`src/rtl/wb_regfile.sv`:
```
// Writeback stage and 8 x 16-bit architectural register file with debug counters.
// Optional feature: define WB_BYPASS_EN for same-cycle write-before-read bypass.
module wb_regfile (
    input  logic        clk,
    input  logic        rst,
    input  logic [15:0] data_mem_in,
    input  logic [15:0] aluResIn,
    input  logic [2:0]  writeRegIn,
    input  logic        MemToRegIn,
    input  logic        RegWriteIn,
    input  logic        writeRegValidIn,
    input  logic [2:0]  readReg1,
    input  logic [2:0]  readReg2,
    output logic [15:0] readData1,
    output logic [15:0] readData2,
    output logic [15:0] wbData,
    output logic [15:0] wbCount,
    output logic        wbErr
);

    logic [15:0] regs [8];
    logic        we;
    logic        malformed;

    assign wbData    = MemToRegIn ? data_mem_in : aluResIn;
    assign we        = RegWriteIn & writeRegValidIn;
    assign malformed = RegWriteIn & ~writeRegValidIn;

    // NOTE: the array is reset because decode must read zeros right after reset,
    // so it maps to flops rather than a RAM macro; non-blocking keeps every
    // register update ordered against the same clock edge.
    always_ff @(posedge clk or negedge rst) begin
        if (!rst) begin
            for (int i = 0; i < 8; i++) regs[i] <= 16'h0000;
        end else if (we) begin
            regs[writeRegIn] <= wbData;
        end
    end

    always_ff @(posedge clk or negedge rst) begin
        if (!rst) begin
            wbCount <= 16'h0000;
            wbErr   <= 1'b0;
        end else begin
            if (we)        wbCount <= wbCount + 16'h0001;
            if (malformed) wbErr   <= 1'b1;
        end
    end

    // NOTE: both read outputs get a value on every path, so no latch is inferred.
    always_comb begin
        readData1 = regs[readReg1];
        readData2 = regs[readReg2];
`ifdef WB_BYPASS_EN
        if (we && (readReg1 == writeRegIn)) readData1 = wbData;
        if (we && (readReg2 == writeRegIn)) readData2 = wbData;
`else
`endif
    end

endmodule

```
`config.mk`:
```
export PLATFORM = sky130hd
export DESIGN_NAME = wb_regfile
export DESIGN_NICKNAME = d
export VERILOG_FILES = /design/src/rtl/wb_regfile.sv
export SDC_FILE = /design/constraint.sdc
export NUM_CORES = 1
export LEC_CHECK = 0
export ABC_CLOCK_PERIOD_IN_PS = 2200
export CORE_MARGIN = 10
export CORE_UTILIZATION = 50
export CTS_BUF_LIST = sky130_fd_sc_hd__clkbuf_2 sky130_fd_sc_hd__clkbuf_4 sky130_fd_sc_hd__clkbuf_8
export DETAILED_ROUTE_END_ITERATION = 8
export GPL_ROUTABILITY_DRIVEN = 0
export GPL_TIMING_DRIVEN = 1
export PLACE_DENSITY_LB_ADDON = 0.12
export RECOVER_POWER = 100
export SETUP_SLACK_MARGIN = 0.4
export SLEW_MARGIN = 10
export SYNTH_ARGS = -nofsm -noshare
export SYNTH_HDL_FRONTEND = slang
export SYNTH_SLANG_ARGS = --single-unit
```
`constraint.sdc`:
```
create_clock -name clk -period 2.2 [get_ports clk]
set_clock_uncertainty 0.15 [all_clocks]
set_input_delay 0.44 -clock clk [delete_from_list [all_inputs] [get_ports clk]]
set_output_delay 0.44 -clock clk [all_outputs]
set_load 0.05 [all_outputs]
```
==> results.json, run 1 <==
{
  "ff2ff_path_depth": 6,
  "grt_use_met3": 0.0514,
  "relSlewSlack": 0.175,
  "crit_type": "register to output pin",
  "power_mw": 9.79,
  "reg2reg_slack_ns": 0.52,
  "ir_drop_uv": 845,
  "fmax_mhz": 417,
  "synth_cell_types": 33,
  "core-area_um2": 14700,
  "grt_pass1_vias": 6148,
  "tightest_slew_ns": 1.24,
  "whs_ns": 0.168,
  "hold_path_end": "wbErr",
  "ys_warn_count": 0,
  "drtAntennaViolNets": 0,
  "rr_endpoint": "wbCount[12]",
  "stdcell_area_um2": 9980,
  "cts-htree-levels": 4,
  "track_usage": 0.221,
  "drive_gt1_frac": 0.374,
  "syn_avg_cell_area_um2": 11.9,
  "ys_seq_elements": 145,
  "violations": "setup timing",
  "arrival_ns": 1.81,
  "hpwl_mm": 13.7,
  "synthCells": 634,
  "die-area_um2": 20500,
  "antenna_found_initial": 0,
  "cts-root-buf": "clkbuf_8",
  "clkLatencyLatePin_ns": 0.45,
  "routed_wl_mm": 21.9,
  "initial_utilization": 0.515,
  "post-route-util": 0.679,
  "drtPass1Iterations": 5,
  "cts.path.max_buffers": 2,
  "stdcell_count": 1011,
  "hold_violations": 0,
  "grt-ovfl-total": 0,
  "fp.dieW_um": 143,
  "tritoncts": "built",
  "endpoint_kind": "output pin",
  "grt_max_degree": 48,
  "drv_cap": 0,
  "dpl.cell_count": 934,
  "period_needed_ns": 2.40,
  "ios": 111,
  "hp-class": "input port to register",
  "synthToLayoutAreaGrowth_pct": 31.9,
  "syn_area_um2": 7570,
  "clock-sinks": 145,
  "remaining_drc_errors": 0,
  "period_share": 1.09,
  "numCtsBuffers": 17,
  "cp.required_ns": 1.61,
  "n_fill_cell": 1128,
  "vias": 5860,
  "portBuffers": 110,
  "clk_pin_slew_ns": 0.08,
  "r2r_start": "wbCount[0]",
  "routedWlPerCell_um": 21.6,
  "nets": 861,
  "row_count": 44,
  "die-height_um": 143,
  "met1_usage": 0.284,
  "tns_ns": -5.37,
  "setup_viol": 41,
  "fin_ws_ns": -0.196,
  "place_area_um2": 9370,
  "hold_depth": 2,
  "num_antenna_cells": 0,
  "worstSetupStartpointType": "register",
  "drv_slew": 0,
  "outcome": "finished, violations left",
  "yosysSeqAreaShare": 0.479,
  "place_ws_ns": -0.436,
  "synth_nets": 681,
  "viasPerCell": 5.80,
  "drt_iter0_drc": 431,
  "grt_util_met2": 0.366,
  "p_per_area_nw_per_um2": 981,
  "leakage_nw": 4.48,
  "hp-start": "RegWriteIn",
  "worstPathMaxFanout": 3,
  "rsz0062_at_grt": "yes",
  "grt.busiest_layer": "met2",
  "grt_pass1_wl_mm": 34.3
}
## logic make-up (layout without fill, tap and decap cells)
family,after synthesis,in the layout,synth area share
XOR/XNOR,15,15,0.0174
multiplexers,113,113,0.261
buffers and inverters,66,259,0.0486
AND/OR/NAND/NOR,165,165,0.0981
flip-flops,145,145,0.479
AO/OA/AOI/OAI,129,129,0.0936
adder cells (fa/ha/maj),1,1,0.00165
## synthesized netlist by cell type (all sizes together)
cell,n,area (µm²)
dfrtp,145,3630
nor2,99,372
a21oi,96,480
mux4,64,1440
buf,41,274
nand2,38,160
mux2,33,372
o21ai,32,220
inv,18,67.6
mux2i,16,164
xnor2,8,70.1
clkbuf,7,26.3
nand3,7,35.0
xor2,7,61.3
nand4,6,37.5
nor3,4,25.0
and3,3,18.8
and3b,2,17.5
nor4b,2,47.6
a21o,1,7.51
and4,1,8.76
ha,1,12.5
nor2b,1,6.26
nor4,1,6.26
or4,1,7.51
## layout by cell type (no fill, tap or decap), drive strengths merged, types with 2 or more instances in the layout
cell type      instances
o21ai                 32
clkdlybuf4s50          5
mux2i                 16
clkinv                 2
clkdlybuf4s15          2
a21oi                 96
buf                  129
nand3                  7
nor3                   4
clkbuf                65
dlygate4sd3            2
and3                   3
dlygate4sd2           32
xnor2                  8
nor4b                  2
dfrtp                145
and3b                  2
nand2                 38
mux4                  64
xor2                   7
mux2                  33
nor2                  99
inv                   18
nand4                  6
bufinv                 2
## critical path, cell delays in order (launching register included)
cell and delay (ns):
dfrtp_1 0.40, mux4_2 0.50, mux2_4 0.30, buf_6 0.15
## registers in the layout (all words and copies together) (netlist names)
name     count
regs       128
wbCount     16
wbErr        1
## final cells by class
| class | count | area, µm² | area share |
|---|---|---|---|
| tap | 184 | 230 | 0.0231 |
| sequential | 145 | 3640 | 0.365 |
| clock buffer | 27 | 328 | 0.0328 |
| timing repair buffer | 209 | 1990 | 0.199 |
| clock inverter | 5 | 77.6 | 0.00777 |
| multi-input combinational | 423 | 3630 | 0.363 |
| inverter | 18 | 92.6 | 0.00928 |
## power by group
group,internal (mW),switching [mW],total (mW),leakage [nW]
logic,1.83,1.96,3.79,2.55
registers,3.29,0.535,3.82,1.71
clock network,1.18,0.992,2.18,0.212
## metal layers
layer,wire [µm],up-vias
li1,-,2645
met1,8910,2950
met2,11300,234
met3,1380,31
met4,278,0
met5,0,-
## worst max-delay path by stage
stage | startpoint | endpoint | slack, ns
global route | regs[77] | readData1[13] | -0.23
floorplan | readReg1[0] | readData1[10] | 0.09
detailed placement | readReg1[1] | readData1[5] | -0.44
finish | regs[69] | readData1[5] | -0.20
global placement | readReg1[1] | readData1[12] | -0.42
CTS | regs[69] | readData1[5] | -0.21
## repair_timing
| action | 4_1_cts | 5_1_grt |
|---|---|---|
| pin swaps | 0 | 1 |
| setup endpoints to repair | 59 | 113 |
| cloned | 5 | 0 |
| hold buffers | 1 | 0 |
| endpoints found under the hold margin | 43 | 0 |
| buffers inserted | 22 | 17 |
| resized for setup | 163 | 16 |
Power figures use the tool's default switching activity.
==> run 2, diff against run 1 <==
- CORE_UTILIZATION: 50 -> 55
- TNS_END_PERCENT: unset -> 5
==> run 2 against run 1 <==
Effect of this change:
- the run still ends with setup timing left
- highest routed layer unchanged
- largest cell class is now multi-input gates
- first-iteration DRC count is 27% higher
- flip-flop and latch count stayed put
- combinational power is 4% lower
- critical endpoint is now readData2[9]
- critical path type unchanged
- register-to-register slack worse by 0.08 ns
==> results.json, run 2 (synthesized netlist as in run 1, its figures left out) <==
{
  "outcome": "finished, violations left",
  "violations": "setup timing",
  "tightest_slew_ns": 1.09,
  "grt_pass1_vias": 6338,
  "cp_top_family": "multiplexers",
  "cts-root-buf": "clkbuf_8",
  "routedWlPerCell_um": 22.8,
  "leakage_nw": 4.39,
  "crit_type": "register to output pin",
  "relSlewSlack": 0.276,
  "critical_path_buf_inv_count": 1,
  "wl_met2_mm": 11.4,
  "wl_met1_mm": 8.44,
  "drtPass1Iterations": 5,
  "drv_slew": 0,
  "grt_max_degree": 46,
  "multi_input_area_um2": 3650,
  "whs_ns": 0.214,
  "post-route-util": 0.729,
  "track_usage": 0.237,
  "topRoutingLayerUsed": "met4",
  "period_share": 1.10,
  "ir_drop_uv": 743,
  "hpwl_mm": 14.0,
  "arrival_ns": 1.83,
  "grt_pass1_wl_mm": 34.1,
  "drv_cap": 0,
  "reg.largest.list": "regs: 128 flops, wbCount: 16 flops, wbErr: 1 flops",
  "row_count": 42,
  "clkLatencyLatePin_ns": 0.46,
  "nets": 818,
  "core-area_um2": 13300,
  "grt-ovfl-total": 0,
  "setup_viol": 32,
  "cpMaxStageDelayCell": "mux4_2",
  "stdcell_area_um2": 9730,
  "place_area_um2": 9250,
  "period_needed_ns": 2.42,
  "tns_ns": -5.65,
  "stdcell_count": 958,
  "regMostFlops": "regs",
  "n_fill_cell": 916,
  "numCtsBuffers": 17,
  "worstPathCellList": "mux4_2 -> mux2_4 -> buf_6",
  "endpoint_kind": "output pin",
  "die-height_um": 137,
  "vias": 5849,
  "synthToLayoutAreaGrowth_pct": 28.6,
  "fp.dieW_um": 137,
  "worstPathMaxFanout": 3,
  "dr_wl_met3_mm": 1.28,
  "drtAntennaViolNets": 0,
  "worstSetupStartpointType": "register",
  "clock-sinks": 145,
  "ios": 111,
  "layout_common_cells": "dfrtp_1, nor2_1, a21oi_1",
  "fin_ws_ns": -0.224,
  "drt_iter0_drc": 548,
  "drive_gt1_frac": 0.340,
  "hold_violations": 0,
  "initial_utilization": 0.567,
  "hp-class": "input port to register",
  "clk_pin_slew_ns": 0.08,
  "power_mw": 9.76,
  "rsz0062_at_grt": "yes",
  "largest_register_ffs": 128,
  "viasPerCell": 6.11,
  "tritoncts": "built",
  "antenna_found_initial": 0,
  "die-area_um2": 18800,
  "place_ws_ns": -0.411,
  "num_antenna_cells": 0,
  "cts-htree-levels": 4,
  "layout_commonest_cell": "dfrtp_1",
  "remaining_drc_errors": 0,
  "dpl.cell_count": 922,
  "fmax_mhz": 413,
  "routed_wl_mm": 21.8,
  "regArea_um2": 3630,
  "slowest_delay_ns": 0.49,
  "cp.required_ns": 1.61,
  "p_per_area_nw_per_um2": 1000,
  "cts.path.max_buffers": 2,
  "portBuffers": 110
}
==> run 2: changes by cell type in the layout (fill, tap and decap cells not counted), moves of 7 or more <==
cell | before | now
buf_6 | 42 | 34
buf_4 | 61 | 30
dlymetal6s2s_1 | 1 | 8
inv_4 | 10 | 3
dfrtp_2 | 9 | 1
dfrtp_1 | 136 | 144
buf_8 | 10 | 19
clkbuf_1 | 23 | 14
==> run 2: final timing paths <==
path,cells after the start,slack (ns),start,endpoint
min in group asynchronous,2,0.57,rst,regs[60]
setup reg to reg,6,0.44,wbCount[0],wbCount[12]
hold / removal,3,0.21,writeRegValidIn,wbErr
max in group asynchronous,3,0.14,rst,wbCount[10]
hold reg to reg,1,0.32,wbErr,wbErr
setup / recovery,3,-0.22,regs[73],readData2[9]
==> run 2: cell type report <==
class / count / share of cell area
sequential: 145 / 0.373
inverter: 18 / 0.00771
multi-input combinational: 423 / 0.375
tap: 176 / 0.0226
timing repair buffer: 166 / 0.179
clock buffer: 20 / 0.0270
clock inverter: 10 / 0.0166
==> run 2: worst min-delay path: stages <==
cell and delay [ns]:
dlymetal6s2s_1 0.18, inv_1 0.07, a21o_1 0.10
==> run 2: what timing repair did <==
action,CTS,global route
pin swaps,0,2
resized for setup,136,45
endpoints found under the hold margin,39,0
buffers inserted,2,1
endpoints found under the setup margin,56,65
hold buffers,1,0
cloned,2,0
==> run 2: metal layers <==
metal  GRT usage  vias to the layer above
li1            -                     2553
met1       0.276                     2991
met2       0.415                      250
met3      0.0568                       55
met4      0.0855                        0
met5           0                        -
==> run 2: power breakdown <==
part	total (mW)	switching [mW]	leakage, nW	internal (mW)
clock network	2.28	1.01	0.208	1.27
logic	3.65	1.95	2.46	1.70
registers	3.83	0.559	1.72	3.28
total	9.76	3.51	4.39	6.25
==> run 3, diff against run 2 <==
- CTS_BUF_LIST: sky130_fd_sc_hd__clkbuf_2 sky130_fd_sc_hd__clkbuf_4 sky130_fd_sc_hd__clkbuf_8 -> unset
- GPL_ROUTABILITY_DRIVEN: 0 -> unset
==> run 3 against run 2 <==
Effect of this change:
- the flow still finishes with violations (setup timing)
- critical path depth is the same
- via count grew 0.53%
- clock power grew 32%
- final cell count is the same
- flip-flop and latch count is the same
- total power grew 7.3%
- register-to-register slack is essentially flat
- sequential power is essentially flat
- worst setup slack gained 0.032 ns
- worst hold slack gained 0.094 ns
- die area is the same
- sequential share of layout area shrank 0.57 points
- critical path type unchanged
- largest cell class unchanged
==> results.json, run 3 (synthesized netlist as in run 1, its figures left out) <==
{
  "outcome": "finished, violations left",
  "violations": "setup timing",
  "remaining_drc_errors": 0,
  "drtAntennaViolNets": 0,
  "die-height_um": 137,
  "clkLatencyLatePin_ns": 0.42,
  "n_fill_cell": 896,
  "layout_commonest_cell": "dfrtp_1",
  "crit_type": "register to output pin",
  "nets": 818,
  "arrival_ns": 1.80,
  "grt_pass1_vias": 6425,
  "endpoint_kind": "output pin",
  "worstPathCellList": "mux4_2 -> mux2_4 -> buf_6",
  "relSlewSlack": 0.272,
  "drtPass1Iterations": 5,
  "cp_top_family": "multiplexers",
  "drt_iter0_drc": 556,
  "whs_ns": 0.309,
  "setup_viol": 32,
  "layout_common_cells": "dfrtp_1, nor2_1, a21oi_1",
  "dpl.cell_count": 922,
  "tightest_slew_ns": 1.09,
  "critical_path_buf_inv_count": 1,
  "vias": 5880,
  "clock-sinks": 145,
  "routedWlPerCell_um": 23.4,
  "die-area_um2": 18800,
  "drv_slew": 0,
  "fmax_mhz": 418,
  "period_needed_ns": 2.39,
  "initial_utilization": 0.567,
  "worst-path-stages": 3,
  "hold_depth": 1,
  "hpwl_mm": 14.0,
  "slowest_delay_ns": 0.49,
  "reg.largest.list": "regs: 128 flops, wbCount: 16 flops, wbErr: 1 flops",
  "drv_cap": 0,
  "grt_max_degree": 46,
  "regMostFlops": "regs",
  "fin_ws_ns": -0.192,
  "drive_gt1_frac": 0.325,
  "period_share": 1.09,
  "hp-start": "wbErr",
  "worstPathMaxFanout": 3,
  "rr_endpoint": "wbCount[12]",
  "cp.required_ns": 1.61,
  "leakage_nw": 4.40,
  "hold_path_end": "wbErr",
  "num_antenna_cells": 0,
  "rsz0062_at_grt": "yes",
  "ff2ff_path_depth": 6,
  "grt_pass1_wl_mm": 35.4,
  "clk_pin_slew_ns": 0.06,
  "track_usage": 0.248,
  "viasPerCell": 6.14,
  "cts-htree-levels": 4,
  "worstSetupStartpointType": "register",
  "fp.dieW_um": 137,
  "numCtsBuffers": 17,
  "ir_drop_uv": 812,
  "antenna_found_initial": 0,
  "reg2reg_slack_ns": 0.45,
  "hold_violations": 0,
  "p_per_area_nw_per_um2": 1060,
  "synthToLayoutAreaGrowth_pct": 30.6,
  "core-area_um2": 13300,
  "portBuffers": 110,
  "stdcell_count": 958,
  "routed_wl_mm": 22.4,
  "cpMaxStageDelayCell": "mux4_2",
  "largest_register_ffs": 128,
  "r2r_start": "wbCount[0]",
  "cts.path.max_buffers": 2,
  "grt-ovfl-total": 0,
  "ios": 111,
  "row_count": 42,
  "cts-root-buf": "clkbuf_16",
  "tritoncts": "built",
  "hp-class": "register to register",
  "gp_congestion": 0.788
}
## run 3: cell types whose count changed in the layout (fill, tap and decap cells not counted), moves of 3 or more
| cell | delta |
|---|---|
| buf_6 | +10 |
| inv_1 | +3 |
| dlygate4sd2_1 | +8 |
| inv_2 | -3 |
| buf_16 | +3 |
| clkbuf_8 | -17 |
| clkbuf_1 | +8 |
| buf_8 | -8 |
| buf_4 | -8 |
| dlymetal6s2s_1 | -8 |
| clkbuf_16 | +17 |
## run 3: worst max path at each step
stage	from	to	slack, ns
finish	regs[116]	readData2[4]	-0.19
global route	regs[116]	readData2[4]	-0.21
CTS	regs[73]	readData2[9]	-0.18
detailed placement	readReg1[1]	readData1[9]	-0.41
global placement	readReg1[1]	readData1[10]	-0.38
floorplan	readReg1[0]	readData1[10]	0.09
## run 3: cell type report
class	count	area [µm²]	area share
Sequential cell	145	3630	0.367
Timing Repair Buffer	166	1700	0.172
Inverter	18	75.1	0.00760
Tap cell	176	220	0.0223
Clock inverter	10	161	0.0163
Clock buffer	20	447	0.0452
Multi-Input combinational cell	423	3650	0.369
## run 3: where the power goes
part / leakage [nW] / internal (mW) / switching (mW)
clock: 0.288 / 1.91 / 1.09
sequential: 1.72 / 3.28 / 0.563
combinational: 2.39 / 1.67 / 1.96
total: 4.40 / 6.86 / 3.61
## run 3: stage by stage
| stage | instance area [µm²] | power, mW | util | setup WS [ns] | TNS [ns] |
|---|---|---|---|---|---|
| floorplan | 7810 | 6.24 | - | 0.0874 | 0 |
| global placement | 9250 | 7.18 | 0.693 | -0.383 | -13.70 |
| detailed placement | 9250 | 7.34 | 0.693 | -0.411 | -14.81 |
| CTS | 10300 | 10.6 | 0.770 | -0.184 | -4.58 |
| global route | 9880 | 10.9 | 0.740 | -0.214 | -5.75 |
| finish | 9880 | 10.5 | 0.740 | -0.192 | -4.30 |
## run 3: routing by layer
layer	vias to the layer above	GRT usage	routed length, µm
met5	-	0	0
met4	0	0.114	708
met3	57	0.0583	1540
met2	292	0.427	11700
met1	2971	0.287	8390
li1	2560	-	-
## run 3: timing repair
| action | CTS | global route |
|---|---|---|
| endpoints found under the hold margin | 39 | 0 |
| endpoints found under the setup margin | 59 | 44 |
| resized for setup | 162 | 10 |
| buffers inserted | 1 | 0 |
| hold buffers | 1 | 0 |
| cloned | 4 | 0 |
| pin swaps | 2 | 0 |
